**src/rtl/ic_cpu_bus_arbiter_if.sv**
```systemverilog
// ic_cpu_bus_arbiter_if: one CPU bus request/response channel
interface ic_cpu_bus_arbiter_if;
  logic        req;
  logic        gnt;
  logic        wen;
  logic [3:0]  strb;
  logic [31:0] wdata;
  logic [31:0] addr;
  logic        recv;
  logic        ack;
  logic        error;
  logic [31:0] rdata;
  modport master (output req, wen, strb, wdata, addr, ack, input gnt, recv, error, rdata);
  modport slave  (input req, wen, strb, wdata, addr, ack, output gnt, recv, error, rdata);
endinterface

```
**src/rtl/ic_cpu_bus_arbiter.sv**
```systemverilog
// ic_cpu_bus_arbiter: round-robin 2:1 CPU bus arbiter with in-order response steering
module ic_cpu_bus_arbiter #(
  parameter int DEPTH = 4
) (
  input  logic                 g_clk,
  input  logic                 g_reset,
  ic_cpu_bus_arbiter_if.slave  m0,
  ic_cpu_bus_arbiter_if.slave  m1,
  ic_cpu_bus_arbiter_if.master s,
  output logic                 rsp_orphan
);
  localparam int AW = $clog2(DEPTH);
  logic             last_q, last_d, orphan_q, orphan_d;
  logic [DEPTH-1:0] ids_q, ids_d;
  logic [AW-1:0]    wptr_q, wptr_d, rptr_q, rptr_d;
  logic [AW:0]      count_q, count_d;
  logic             full, sel, push, pop, busy, head;
  // Select a master without looking at s.gnt, steer responses by FIFO head, compute next state
  always_comb begin
    full = count_q == (AW+1)'(DEPTH);
    sel = (m0.req & m1.req) ? ~last_q : m1.req;
    s.req = (m0.req | m1.req) & ~full;
    s.wen = sel ? m1.wen : m0.wen;
    s.strb = sel ? m1.strb : m0.strb;
    s.wdata = sel ? m1.wdata : m0.wdata;
    s.addr = sel ? m1.addr : m0.addr;
    push = s.req & s.gnt;
    m0.gnt = push & ~sel;
    m1.gnt = push & sel;
    busy = count_q != '0;
    head = ids_q[rptr_q];
    m0.recv = s.recv & busy & ~head;
    m1.recv = s.recv & busy & head;
    m0.rdata = s.rdata;
    m1.rdata = s.rdata;
    m0.error = s.error;
    m1.error = s.error;
    s.ack = busy ? (head ? m1.ack : m0.ack) : s.recv;
    pop = s.recv & s.ack & busy;
    ids_d = ids_q;
    if (push) ids_d[wptr_q] = sel;
    wptr_d = wptr_q + AW'(push);
    rptr_d = rptr_q + AW'(pop);
    count_d = count_q + (AW+1)'(push) - (AW+1)'(pop);
    last_d = push ? sel : last_q;
    orphan_d = s.recv & ~busy;
  end
  // Priority, ID FIFO and orphan flag registers; last resets to 1 so master 0 wins the first tie
  always_ff @(posedge g_clk) begin
    if (g_reset) begin
      last_q <= 1'b1;
      orphan_q <= 1'b0;
      ids_q <= '0;
      wptr_q <= '0;
      rptr_q <= '0;
      count_q <= '0;
    end else begin
      last_q <= last_d;
      orphan_q <= orphan_d;
      ids_q <= ids_d;
      wptr_q <= wptr_d;
      rptr_q <= rptr_d;
      count_q <= count_d;
    end
  end
  assign rsp_orphan = orphan_q;
endmodule

```
**src/flat_wrapper.sv**
```systemverilog
// flat-port wrapper written by rule: the top's interface ports become plain ports
module ic_cpu_bus_arbiter_flat 
#(
  parameter int DEPTH = 4
)
  (g_clk, g_reset, rsp_orphan, m0_req, m0_wen, m0_strb, m0_wdata, m0_addr, m0_ack, m0_gnt, m0_recv, m0_error, m0_rdata, m1_req, m1_wen, m1_strb, m1_wdata, m1_addr, m1_ack, m1_gnt, m1_recv, m1_error, m1_rdata, s_req, s_wen, s_strb, s_wdata, s_addr, s_ack, s_gnt, s_recv, s_error, s_rdata);
  ic_cpu_bus_arbiter_if m0_i ();
  ic_cpu_bus_arbiter_if m1_i ();
  ic_cpu_bus_arbiter_if s_i ();
  input  logic g_clk;
  input  logic g_reset;
  output logic rsp_orphan;
  input wire logic [$bits(m0_i.req)-1:0] m0_req;
  input wire logic [$bits(m0_i.wen)-1:0] m0_wen;
  input wire logic [$bits(m0_i.strb)-1:0] m0_strb;
  input wire logic [$bits(m0_i.wdata)-1:0] m0_wdata;
  input wire logic [$bits(m0_i.addr)-1:0] m0_addr;
  input wire logic [$bits(m0_i.ack)-1:0] m0_ack;
  output wire logic [$bits(m0_i.gnt)-1:0] m0_gnt;
  output wire logic [$bits(m0_i.recv)-1:0] m0_recv;
  output wire logic [$bits(m0_i.error)-1:0] m0_error;
  output wire logic [$bits(m0_i.rdata)-1:0] m0_rdata;
  input wire logic [$bits(m1_i.req)-1:0] m1_req;
  input wire logic [$bits(m1_i.wen)-1:0] m1_wen;
  input wire logic [$bits(m1_i.strb)-1:0] m1_strb;
  input wire logic [$bits(m1_i.wdata)-1:0] m1_wdata;
  input wire logic [$bits(m1_i.addr)-1:0] m1_addr;
  input wire logic [$bits(m1_i.ack)-1:0] m1_ack;
  output wire logic [$bits(m1_i.gnt)-1:0] m1_gnt;
  output wire logic [$bits(m1_i.recv)-1:0] m1_recv;
  output wire logic [$bits(m1_i.error)-1:0] m1_error;
  output wire logic [$bits(m1_i.rdata)-1:0] m1_rdata;
  output wire logic [$bits(s_i.req)-1:0] s_req;
  output wire logic [$bits(s_i.wen)-1:0] s_wen;
  output wire logic [$bits(s_i.strb)-1:0] s_strb;
  output wire logic [$bits(s_i.wdata)-1:0] s_wdata;
  output wire logic [$bits(s_i.addr)-1:0] s_addr;
  output wire logic [$bits(s_i.ack)-1:0] s_ack;
  input wire logic [$bits(s_i.gnt)-1:0] s_gnt;
  input wire logic [$bits(s_i.recv)-1:0] s_recv;
  input wire logic [$bits(s_i.error)-1:0] s_error;
  input wire logic [$bits(s_i.rdata)-1:0] s_rdata;
  assign m0_i.req = m0_req;
  assign m0_i.wen = m0_wen;
  assign m0_i.strb = m0_strb;
  assign m0_i.wdata = m0_wdata;
  assign m0_i.addr = m0_addr;
  assign m0_i.ack = m0_ack;
  assign m0_gnt = m0_i.gnt;
  assign m0_recv = m0_i.recv;
  assign m0_error = m0_i.error;
  assign m0_rdata = m0_i.rdata;
  assign m1_i.req = m1_req;
  assign m1_i.wen = m1_wen;
  assign m1_i.strb = m1_strb;
  assign m1_i.wdata = m1_wdata;
  assign m1_i.addr = m1_addr;
  assign m1_i.ack = m1_ack;
  assign m1_gnt = m1_i.gnt;
  assign m1_recv = m1_i.recv;
  assign m1_error = m1_i.error;
  assign m1_rdata = m1_i.rdata;
  assign s_req = s_i.req;
  assign s_wen = s_i.wen;
  assign s_strb = s_i.strb;
  assign s_wdata = s_i.wdata;
  assign s_addr = s_i.addr;
  assign s_ack = s_i.ack;
  assign s_i.gnt = s_gnt;
  assign s_i.recv = s_recv;
  assign s_i.error = s_error;
  assign s_i.rdata = s_rdata;
  ic_cpu_bus_arbiter #(.DEPTH(DEPTH)) u_core (.g_clk(g_clk), .g_reset(g_reset), .m0(m0_i), .m1(m1_i), .s(s_i), .rsp_orphan(rsp_orphan));
endmodule
```
**config.mk**
```make
export PLATFORM = sky130hd
export DESIGN_NAME = ic_cpu_bus_arbiter_flat
export DESIGN_NICKNAME = d
export VERILOG_FILES = /design/src/rtl/ic_cpu_bus_arbiter_if.sv /design/src/rtl/ic_cpu_bus_arbiter.sv /design/src/flat_wrapper.sv
export SDC_FILE = /design/constraint.sdc
export NUM_CORES = 1
export LEC_CHECK = 0
export CAP_MARGIN = 20
export CORE_AREA = 2 2 125 127
export DETAILED_ROUTE_END_ITERATION = 12
export DIE_AREA = 0 0 127 129
export PLACE_DENSITY = 0.55
export SLEW_MARGIN = 20
export SYNTH_ARGS = -nofsm -noshare
export SYNTH_HDL_FRONTEND = slang
export SYNTH_SLANG_ARGS = --single-unit
```
**constraint.sdc**
```tcl
create_clock -name g_clk -period 4.4 [get_ports g_clk]
set_input_delay 1.1 -clock g_clk [delete_from_list [all_inputs] [get_ports g_clk]]
set_output_delay 1.1 -clock g_clk [all_outputs]
set_load 0.005 [all_outputs]
```
Word level (Yosys, flattened, before mapping)
Index checks and enable logic that the tools add are counted.
{"block": "totals", "ff_bits": 13, "inputBits": 179, "output_inout_bits": 142, "wordCells": 45}
{"block": "op_classes", "addsub": 4, "n_lt_le_gt_ge": 3, "n_eq_ne": 1, "n_mux": 12, "n_bitwise": 17, "reduce_logical": 2}
{"cell": "32-bit two-way mux", "n": 2}
{"cell": "1-bit AND", "n": 11}
{"cell": "2-bit by 3-bit less-than comparator with 1-bit output, second input constant", "n": 2}
{"cell": "1-bit two-way mux", "n": 6}
{"cell": "1-bit NOT", "n": 5}
{"cell": "2-bit by 1-bit adder with 2-bit output", "n": 2}
{"cell": "4-bit bitwise mux", "n": 1}
{"cell": "4-bit two-way mux", "n": 1}
{"cell": "3-bit by 1-bit adder with 3-bit output", "n": 1}
{"cell": "3-bit equality test, second input constant", "n": 1}
{"cell": "3-bit nonzero test", "n": 1}
{"cell": "3-bit by 1-bit subtractor with 3-bit output", "n": 1}
{"cell": "1-bit binary-select mux with 2-bit select", "n": 1}
{"cell": "1-bit demux with 2-bit select", "n": 1}
{"cell": "2-bit by 1-bit greater-or-equal comparator with 1-bit output, second input constant", "n": 1}
{"cell": "1-bit logical AND", "n": 1}
{"cell": "1-bit bitwise OR", "n": 1}

Depth between registers and ports, before layout
Gate-level depths: netlist of the first run.
{"block": "logic_depth", "depth_word": 7, "ltp_mapped": 10, "depth_no_buf": 9}

Worst setup path after synthesis of the first run
Ideal clock, no wire load.
{"block": "synth_path", "path_kind": "in2out", "from": "input port m1_req", "to": "output port s_addr[0]", "arrival_time_ps": 2063, "t_required_ps": 3300, "slack_ps": 1237, "stages": 3, "n_path_buf": 1, "cell_sequence": "a21boi_1 -> buf_2 -> mux2_2"}
{"block": "synth_via", "elab_chain_cells": 3}
{"element": "start, declared", "line": "flat_wrapper.sv:23", "text": "input wire logic [$bits(m1_i.req)-1:0] m1_req;"}
{"element": "1-bit AND", "line": "ic_cpu_bus_arbiter.sv:21", "text": "sel = (m0.req & m1.req) ? ~last_q : m1.req;"}
{"element": "1-bit two-way mux *", "line": "ic_cpu_bus_arbiter.sv:21"}
{"element": "32-bit two-way mux *", "line": "ic_cpu_bus_arbiter.sv:26", "text": "s.addr = sel ? m1.addr : m0.addr;"}
{"element": "end, declared", "line": "flat_wrapper.sv:37", "text": "output wire logic [$bits(s_i.addr)-1:0] s_addr;"}
Mark *: on every way between the ends. The rest lies on a longest branch, timed or not.

Final worst setup path of the first run
{"block": "layout_path", "from": "input port m1_req", "to": "output port s_addr[2]"}
The elaborated chain is that of the path after synthesis.

==> reports/metrics.yaml, run 1 <==
synth:
  syn-mean-instance-area_um2: 9.34
  yosysMostFrequentCell: "sky130_fd_sc_hd__mux2_2"
  synthFlopType: "sky130_fd_sc_hd__dfxtp_1"
  synth-edff-count: 0
  synth_sequential_area_ratio_pct: 13.2
  postSynthRegisterBits: 13
  yosys.area.top_type_share_pct: 39.4
  synth_area_mm2: 0.00197
  ys_top_cells_by_count: "sky130_fd_sc_hd__mux2_2, sky130_fd_sc_hd__buf_4, sky130_fd_sc_hd__dfxtp_1, sky130_fd_sc_hd__buf_2, sky130_fd_sc_hd__nor2_1"
  mappedNetlistNets: 393
  syn-instance-count: 211
  synthDistinctLibCells: 32
  yosysWarningCount: 0
  synth_top_cells_by_area: "sky130_fd_sc_hd__mux2_2, sky130_fd_sc_hd__buf_4, sky130_fd_sc_hd__dfxtp_1"
  synthArstFlopShare_pct: 0
  synth_top_cell_by_area: "sky130_fd_sc_hd__mux2_2"
cells_and_area:
  layout_cell_share_with_drive_strength_beyond_1_pct: 22.3
  post_synthesis_to_final_layout_area_growth_pct: 103
  filler_cell_count: 1612
  multiInputGateArea_mm2: 0.00118
  net_total_in_the_final_layout: 546
  register_area_um2: 260
  diodes: 0
sta:
  whs_ps: 474
  setup_tns_ps: 0
  worstMarginPinSlew_ps: 500
  slew_headroom_pct: 66.5
  grt_setup_unrepaired: "false"
  clock.fmax_ghz: 0.240
  finalCriticalPeriod_ps: 4170
  hold_violations: 0
  total_of_endpoints_with_negative_setup_slack_in_the_final_report: 0
  finalClockSkew_ps: 2.24
  maxSlewViolCount: 0
  fin_crit_sh_pct: 94.8
clock_network:
  holdBufCountCts: 0
  cts_sinks: 13
  clockBufferDepth: 2
  cts_setup_buffers: 0
  cts-root-buf: "sky130_fd_sc_hd__clkbuf_16"
  worstSkewPairLatency_ps: 240
  postCtsResizedCells: 0
  tritoncts_clock_tree: "yes"
  numCtsBuffers: 3
  path_clk_slew_ps: 50
  ctsHtreeMaxLevel: 1
setup_path:
  most_common_cell_type_on_the_critical_path: "sky130_fd_sc_hd__clkdlybuf4s50_1"
  critical-path-slowest-cell: "sky130_fd_sc_hd__clkdlybuf4s50_1"
  timing.critical_path.slowest_cell_delay_ps: 510
  worstPathBufferInverterCount: 3
  critPathLaunchType: "input pin"
  worst_ep_required_time_ps: 3300
  critPathArrivalTime_ps: 3070
  setup.worst_path.class: "input pin to output port"
  critPathTopFamily: "buffers and inverters"
  crit_path_cell_trace: "clkdlybuf4s50_1, a21boi_4, buf_4, mux2_2, clkdlybuf4s50_1"
  worstSetupEndpointType: "output port"
  cp_max_fo: 22
route:
  drt-pass1-iter-count: 4
  detail_route.drc_violations: 0
  drt_iter0_markers: 48
  vias_per_cell: 3.64
  vias: 2008
  drt-wirelength-per-cell_um: 16.7
  drt_wl_total_mm: 9.20
  route.antenna.remaining_nets: 0
floorplan:
  die_h_um: 129
  design.portCount: 321
  die-area_mm2: 0.0164
  chipWidth_um: 127
  initial_standard_cell_utilization_of_the_core_pct: 13.2
  rows: 45
  core_area_mm2: 0.0150
global_route:
  grt_first_pass_wirelength_mm: 12.8
  grt_max_degree: 50
  antenna_violations_before_repair: 0
  globalRouteTotalUtil_pct: 10.1
  gr-total-overflow: 0
  first_global_vias: 2170
power:
  finalPower_uw: 865
  power_density_mw_per_mm2: 216
  static-leakage-power_nw: 1.45
  vdd_drop_max_mv: 0.119
place:
  hpwlAfterDp_mm: 8.19
  routabilityCongestion: 0.787
  buffer_ports.inserted: 221
hold_path:
  type_of_the_worst_min_delay_path: "register to register"
run:
  cap_violations: 0
outcome:
  outcome: "finished clean"
==> area by class of cell <==
type / instances / share of cell area, %
Timing Repair Buffer: 223 / 56.0
Multi-Input combinational cell: 121 / 29.4
Clock inverter: 1 / 0.125
Clock buffer: 3 / 1.88
Tap cell: 188 / 5.88
Inverter: 2 / 0.188
Sequential cell: 13 / 6.51
==> where the power goes <==
| group | total, mW | leakage, nW | switching, mW | internal [mW] |
|---|---|---|---|---|
| sequential | 0.157 | 0.106 | 0.0178 | 0.140 |
| clock | 0.173 | 0.0409 | 0.0520 | 0.121 |
| combinational | 0.534 | 1.30 | 0.174 | 0.361 |
==> stage by stage <==
step	std cells	worst slack [ps]	util, %	cell area, um^2
detailed placement	547	225	26.2	3920
global placement	547	228	26.2	3920
CTS	551	210	26.7	4000
global route	551	145	26.7	4000
floorplan	211	1240	-	1970
finish	551	229	26.7	4000
==> kinds of logic (layout without fill, tap and decap cells) <==
family / count (synthesis) / in the layout / share of synthesized area (%)
muxes: 76 / 76 / 44.1
buffers and inverters: 77 / 229 / 27.7
and+or+nand+nor: 32 / 32 / 9.21
xor gates and xnor gates: 3 / 3 / 1.33
adders and majority gates: 3 / 3 / 2.29
DFF: 13 / 13 / 13.2
AOI/OAI and AO/OA: 7 / 7 / 2.22
==> worst register-to-register path, cell delays in order, from the launching register on <==
cell and delay, ps:
sky130_fd_sc_hd__dfxtp_1 390, sky130_fd_sc_hd__mux4_2 570, sky130_fd_sc_hd__mux2i_2 340, sky130_fd_sc_hd__or3_1 200, sky130_fd_sc_hd__nand2_1 60, sky130_fd_sc_hd__ha_1 190, sky130_fd_sc_hd__fa_1 390, sky130_fd_sc_hd__xnor2_1 180
sky130_fd_sc_hd__xnor2_1 140, sky130_fd_sc_hd__nor2_1 50
==> cell usage in the layout, fill, tap and decap left out, types with 2 or more instances in the layout <==
| cell type | synthesis | final |
|---|---|---|
| sky130_fd_sc_hd__or3_1 | 3 | 3 |
| sky130_fd_sc_hd__nand2_1 | 2 | 2 |
| sky130_fd_sc_hd__nand3b_1 | 3 | 3 |
| sky130_fd_sc_hd__dfxtp_1 | 13 | 13 |
| sky130_fd_sc_hd__o21ai_0 | 2 | 2 |
| sky130_fd_sc_hd__clkdlybuf4s50_1 | 0 | 221 |
| sky130_fd_sc_hd__a21oi_1 | 2 | 2 |
| sky130_fd_sc_hd__ha_1 | 2 | 2 |
| sky130_fd_sc_hd__nand2b_1 | 5 | 5 |
| sky130_fd_sc_hd__xnor2_1 | 3 | 3 |
| sky130_fd_sc_hd__clkbuf_16 | 0 | 3 |
| sky130_fd_sc_hd__nor2b_1 | 4 | 4 |
| sky130_fd_sc_hd__nand3_1 | 2 | 2 |
| sky130_fd_sc_hd__mux2i_1 | 4 | 4 |
| sky130_fd_sc_hd__nor2_1 | 7 | 7 |
| sky130_fd_sc_hd__mux2_2 | 69 | 69 |
==> sequential cells by signal (all words and copies together) (netlist names) <==
| register | count |
|---|---|
| u_core.rsp_orphan | 1 |
| u_core.wptr_q | 2 |
| u_core.rptr_q | 2 |
| u_core.ids_q | 4 |
| u_core.last_q | 1 |
| u_core.count_q | 3 |
==> routing by layer <==
metal / share of wire (%) / track usage, % / routed length, um / vias up
met5: 0 / 0 / 0 / -
met4: 0.21 / 1.16 / 19 / 0
met3: 8.4 / 3.41 / 777 / 5
met2: 53 / 18.2 / 4830 / 143
met1: 39 / 12.2 / 3570 / 897
li1: - / - / - / 963
==> worst paths after layout <==
kind	from	end	slack (ps)	cells after the start
setup / recovery	m1_req	s_addr[2]	230	5
hold / removal	u_core.ids_q[1]$_SDFFE_PP0P_	u_core.ids_q[1]$_SDFFE_PP0P_	470	2
setup reg to reg	u_core.rptr_q[0]$_SDFF_PP0_	u_core.count_q[2]$_SDFF_PP0_	1750	9
hold reg to reg	u_core.ids_q[1]$_SDFFE_PP0P_	u_core.ids_q[1]$_SDFFE_PP0P_	470	2
Note: power is estimated with default switching activity, not from simulation.
==> inputs of run 2 (changes only) <==
ABC_AREA = 1   (was default)
CORE_AREA = 2 2 124 126   (was 2 2 125 127)
DIE_AREA = 0 0 126 128   (was 0 0 127 129)
PLACE_DENSITY = 0.56   (was 0.55)
==> run 2 against run 1 <==
- utilization increased by 0.56 points
- combinational power increased by 4.7%
- largest cell class unchanged
- via count increased by 30%
- count of clock-buffer cells in the layout increased by 1
- non-clock buffer count increased by 2
- sequential share of layout area decreased by 0.086 points
- routed wire length increased by 12%
- critical path type unchanged
- design area increased by 1.3%
- critical endpoint is now s_wdata[24]
==> reports/metrics.yaml, run 2 <==
outcome:
  outcome: "finished clean"
synth:
  synthFlopType: "sky130_fd_sc_hd__dfxtp_1"
  synthDistinctLibCells: 21  # -34%
  yosys.area.top_type_share_pct: 41.8  # +2.4 points
  syn-instance-count: 388  # +84%
  synth_sequential_area_ratio_pct: 12.9  # -0.32 points
  yosysMostFrequentCell: "sky130_fd_sc_hd__nand2_1"
  mappedNetlistNets: 570  # +45%
  synth-edff-count: 0  # unchanged
  yosysWarningCount: 0  # unchanged
  synth_area_mm2: 0.00202  # +2.5%
  synth_top_cell_by_area: "sky130_fd_sc_hd__nand2_1"
  synthArstFlopShare_pct: 0  # unchanged
  postSynthRegisterBits: 13  # unchanged
  ys_top_cells_by_count: "sky130_fd_sc_hd__nand2_1, sky130_fd_sc_hd__buf_4, sky130_fd_sc_hd__nor2_1, sky130_fd_sc_hd__inv_1, sky130_fd_sc_hd__dfxtp_1"
  synth_top_cells_by_area: "sky130_fd_sc_hd__nand2_1, sky130_fd_sc_hd__buf_4, sky130_fd_sc_hd__dfxtp_1"
  syn-mean-instance-area_um2: 5.20  # -44%
cells_and_area:
  largest_register_ffs: 4  # unchanged
  post_synthesis_to_final_layout_area_growth_pct: 101
  top_register: "u_core.ids_q"
  diodes: 0  # unchanged
  layout.cells.most_common: "sky130_fd_sc_hd__nand2_1"
  filler_cell_count: 1670  # +3.6%
  net_total_in_the_final_layout: 718  # +32%
  layout.cells.most_common_list: "sky130_fd_sc_hd__nand2_1, sky130_fd_sc_hd__clkdlybuf4s50_1, sky130_fd_sc_hd__nor2_1"
  largest_registers: "u_core.ids_q (4), u_core.count_q (3)"
  layout_cell_share_with_drive_strength_beyond_1_pct: 2.99  # -19 points
power:
  share_clk_of_total_power_pct: 19.3  # -0.7 points
  power_frac_seq_pct: 17.8  # -0.4 points
  static-leakage-power_nw: 1.87  # +29%
  comb_power_share_pct: 62.9  # +1.1 points
  power.share.switching_pct: 32.7  # +4.6 points
  total_switching_power_uw: 291  # +20%
  cellInternalPower_uw: 599  # -3.7%
  vdd_drop_max_mv: 0.204  # +71%
  power_density_mw_per_mm2: 220  # +1.5%
setup_path:
  worstSetupEndpointType: "output port"
  reg2reg_from: "u_core.rptr_q[0]$_SDFF_PP0_"
  worst_ep_required_time_ps: 3300  # about the same
  worst_r2r_endpoint: "u_core.count_q[2]$_SDFF_PP0_"
  critPathArrivalTime_ps: 2820  # -250 ps
  setup.worst_path.class: "input pin to output port"
  reg2reg_slack_ps: 2440  # +690 ps
  cp_max_fo: 29  # +32%
  rr_worst_depth: 14  # +5
  critPathLaunchType: "input pin"
sta:
  finalClockSkew_ps: 1.23  # -1.01 ps
  postLayoutSetupSlackWorst_ps: 481  # +253 ps
  hold_violations: 0  # unchanged
  clock.fmax_ghz: 0.255  # +6.5%
  setup_tns_ps: 0  # unchanged
  grt_setup_unrepaired: "false"
  maxSlewViolCount: 0  # unchanged
  worstMarginPinSlew_ps: 398  # -103 ps
  finalCriticalPeriod_ps: 3920  # -253 ps
  total_of_endpoints_with_negative_setup_slack_in_the_final_report: 0  # unchanged
  fin_crit_sh_pct: 89.1  # -5.7 points
  slew_headroom_pct: 73.4  # +6.9 points
floorplan:
  core_area_mm2: 0.0149  # -0.75%
  rows: 45  # unchanged
  die_h_um: 128  # -0.78%
  initial_standard_cell_utilization_of_the_core_pct: 13.6  # +0.43 points
  chipWidth_um: 126  # -0.79%
  design.portCount: 321  # unchanged
  die-area_mm2: 0.0161  # -1.6%
run:
  cap_violations: 0  # unchanged
clock_network:
  cts_sinks: 13  # unchanged
  holdBufCountCts: 0  # unchanged
  tritoncts_clock_tree: "yes"
  path_clk_slew_ps: 40  # about the same
  clockBufferDepth: 2  # unchanged
  worstSkewPairLatency_ps: 240  # about the same
  postCtsResizedCells: 0  # unchanged
  numCtsBuffers: 3  # unchanged
  cts-root-buf: "sky130_fd_sc_hd__clkbuf_16"
  cts_setup_buffers: 0  # unchanged
  ctsHtreeMaxLevel: 1  # unchanged
route:
  vias: 2607  # +30%
  route.antenna.remaining_nets: 0  # unchanged
  drt-wirelength-per-cell_um: 14.2  # -15%
  vias_per_cell: 3.61  # -1.1%
  drt_wl_total_mm: 10.3  # +12%
  drt_iter0_markers: 138  # +190%
  drt-pass1-iter-count: 4  # unchanged
  detail_route.drc_violations: 0  # unchanged
global_route:
  globalRouteTotalUtil_pct: 11.8  # +1.6 points
  grt_max_degree: 42  # -16%
  gr-total-overflow: 0  # unchanged
  grt_first_pass_wirelength_mm: 15.0  # +17%
  antenna_violations_before_repair: 0  # unchanged
  first_global_vias: 2527  # +16%
hold_path:
  holdCritStartpoint: "u_core.last_q$_SDFFE_PP1P_"
  type_of_the_worst_min_delay_path: "register to register"
  hold_path_end: "u_core.last_q$_SDFFE_PP1P_"
  min_path_cells: 2  # unchanged
place:
  routabilityCongestion: 0.760  # -3.4%
  preCtsSetupSlack_ps: 439  # +214 ps
  buffer_ports.inserted: 221  # unchanged
  hpwlAfterDp_mm: 8.60  # +4.9%
[run 2: changes by cell type in the layout (fill, tap and decap cells not counted), sizes merged, moves of 4 or more]
cell / before / now
a21oi: 2 / 8
nor2: 8 / 19
mux2: 70 / 0
nor2b: 4 / 0
mux2i: 5 / 0
inv: 2 / 19
nand2: 2 / 228
nand3: 2 / 7
nand2b: 5 / 0
[run 2: through the flow]
step | utilization, % | hold slack [ps] | cell area, um^2 | power, mW | std cells
after floorplan | - | 442 | 2020 | 0.415 | 388
after global placement | 26.7 | 481 | 3970 | 0.730 | 719
after detailed placement | 26.7 | 487 | 3970 | 0.726 | 719
after CTS | 27.3 | 499 | 4050 | 0.905 | 723
after global routing | 27.3 | 525 | 4050 | 0.971 | 723
final | 27.3 | 491 | 4050 | 0.890 | 723
[run 2: cell type report]
type	instances	area [um^2]	share of cell area (%)
clock buffers	4	78.8	1.95
inverters	19	71.3	1.76
multi-input cells	274	1130	27.8
flip-flops and latches	13	260	6.42
well taps	188	235	5.80
repair buffers	225	2280	56.3
[run 2: critical path, cell delays in order]
cell and delay [ps]:
sky130_fd_sc_hd__clkdlybuf4s50_1 490, sky130_fd_sc_hd__nand2_2 120, sky130_fd_sc_hd__inv_2 100, sky130_fd_sc_hd__buf_4 300
sky130_fd_sc_hd__nand2_1 120, sky130_fd_sc_hd__nand2_1 80, sky130_fd_sc_hd__clkdlybuf4s50_1 510
[run 2: per-layer routing]
| metal | vias up | track usage, % | part of all wire [%] |
|---|---|---|---|
| met5 | - | 0 | 0 |
| met4 | 0 | 1.42 | 0.62 |
| met3 | 4 | 4.97 | 11 |
| met2 | 171 | 20.7 | 49 |
| met1 | 1048 | 13.8 | 39 |
| li1 | 1384 | - | - |
[run 2: power groups by stage]
stage          clock, mW  combinational [mW]  sequential [mW]
6_report           0.172               0.559            0.159
5_1_grt            0.186               0.623            0.162
4_1_cts            0.176               0.570            0.159
3_5_place_dp           0               0.565            0.161
3_3_place_gp           0               0.568            0.161
2_1_floorplan          0               0.258            0.157
[run 2: logic make-up (layout without fill, tap and decap cells)]
logic type,count (synthesis),after routing,share of synthesized area (%)
xor gates and xnor gates,2,2,0.868
AOI/OAI and AO/OA,11,11,2.73
DFF,13,13,12.9
and+or+nand+nor,258,258,49.9
adders and majority gates,3,3,2.23
buffers and inverters,101,248,31.4
[run 2: worst max path at each step]
| stage | start | endpoint | slack [ps] |
|---|---|---|---|
| 2_1_floorplan | m0_req | s_addr[0] | 1570 |
| 3_3_place_gp | m0_req | s_wdata[24] | 440 |
| 3_5_place_dp | m1_req | s_wdata[24] | 440 |
| 4_1_cts | m1_req | s_wdata[24] | 430 |
| 5_1_grt | m0_req | s_wdata[24] | 350 |
| 6_report | m1_req | s_wdata[24] | 480 |
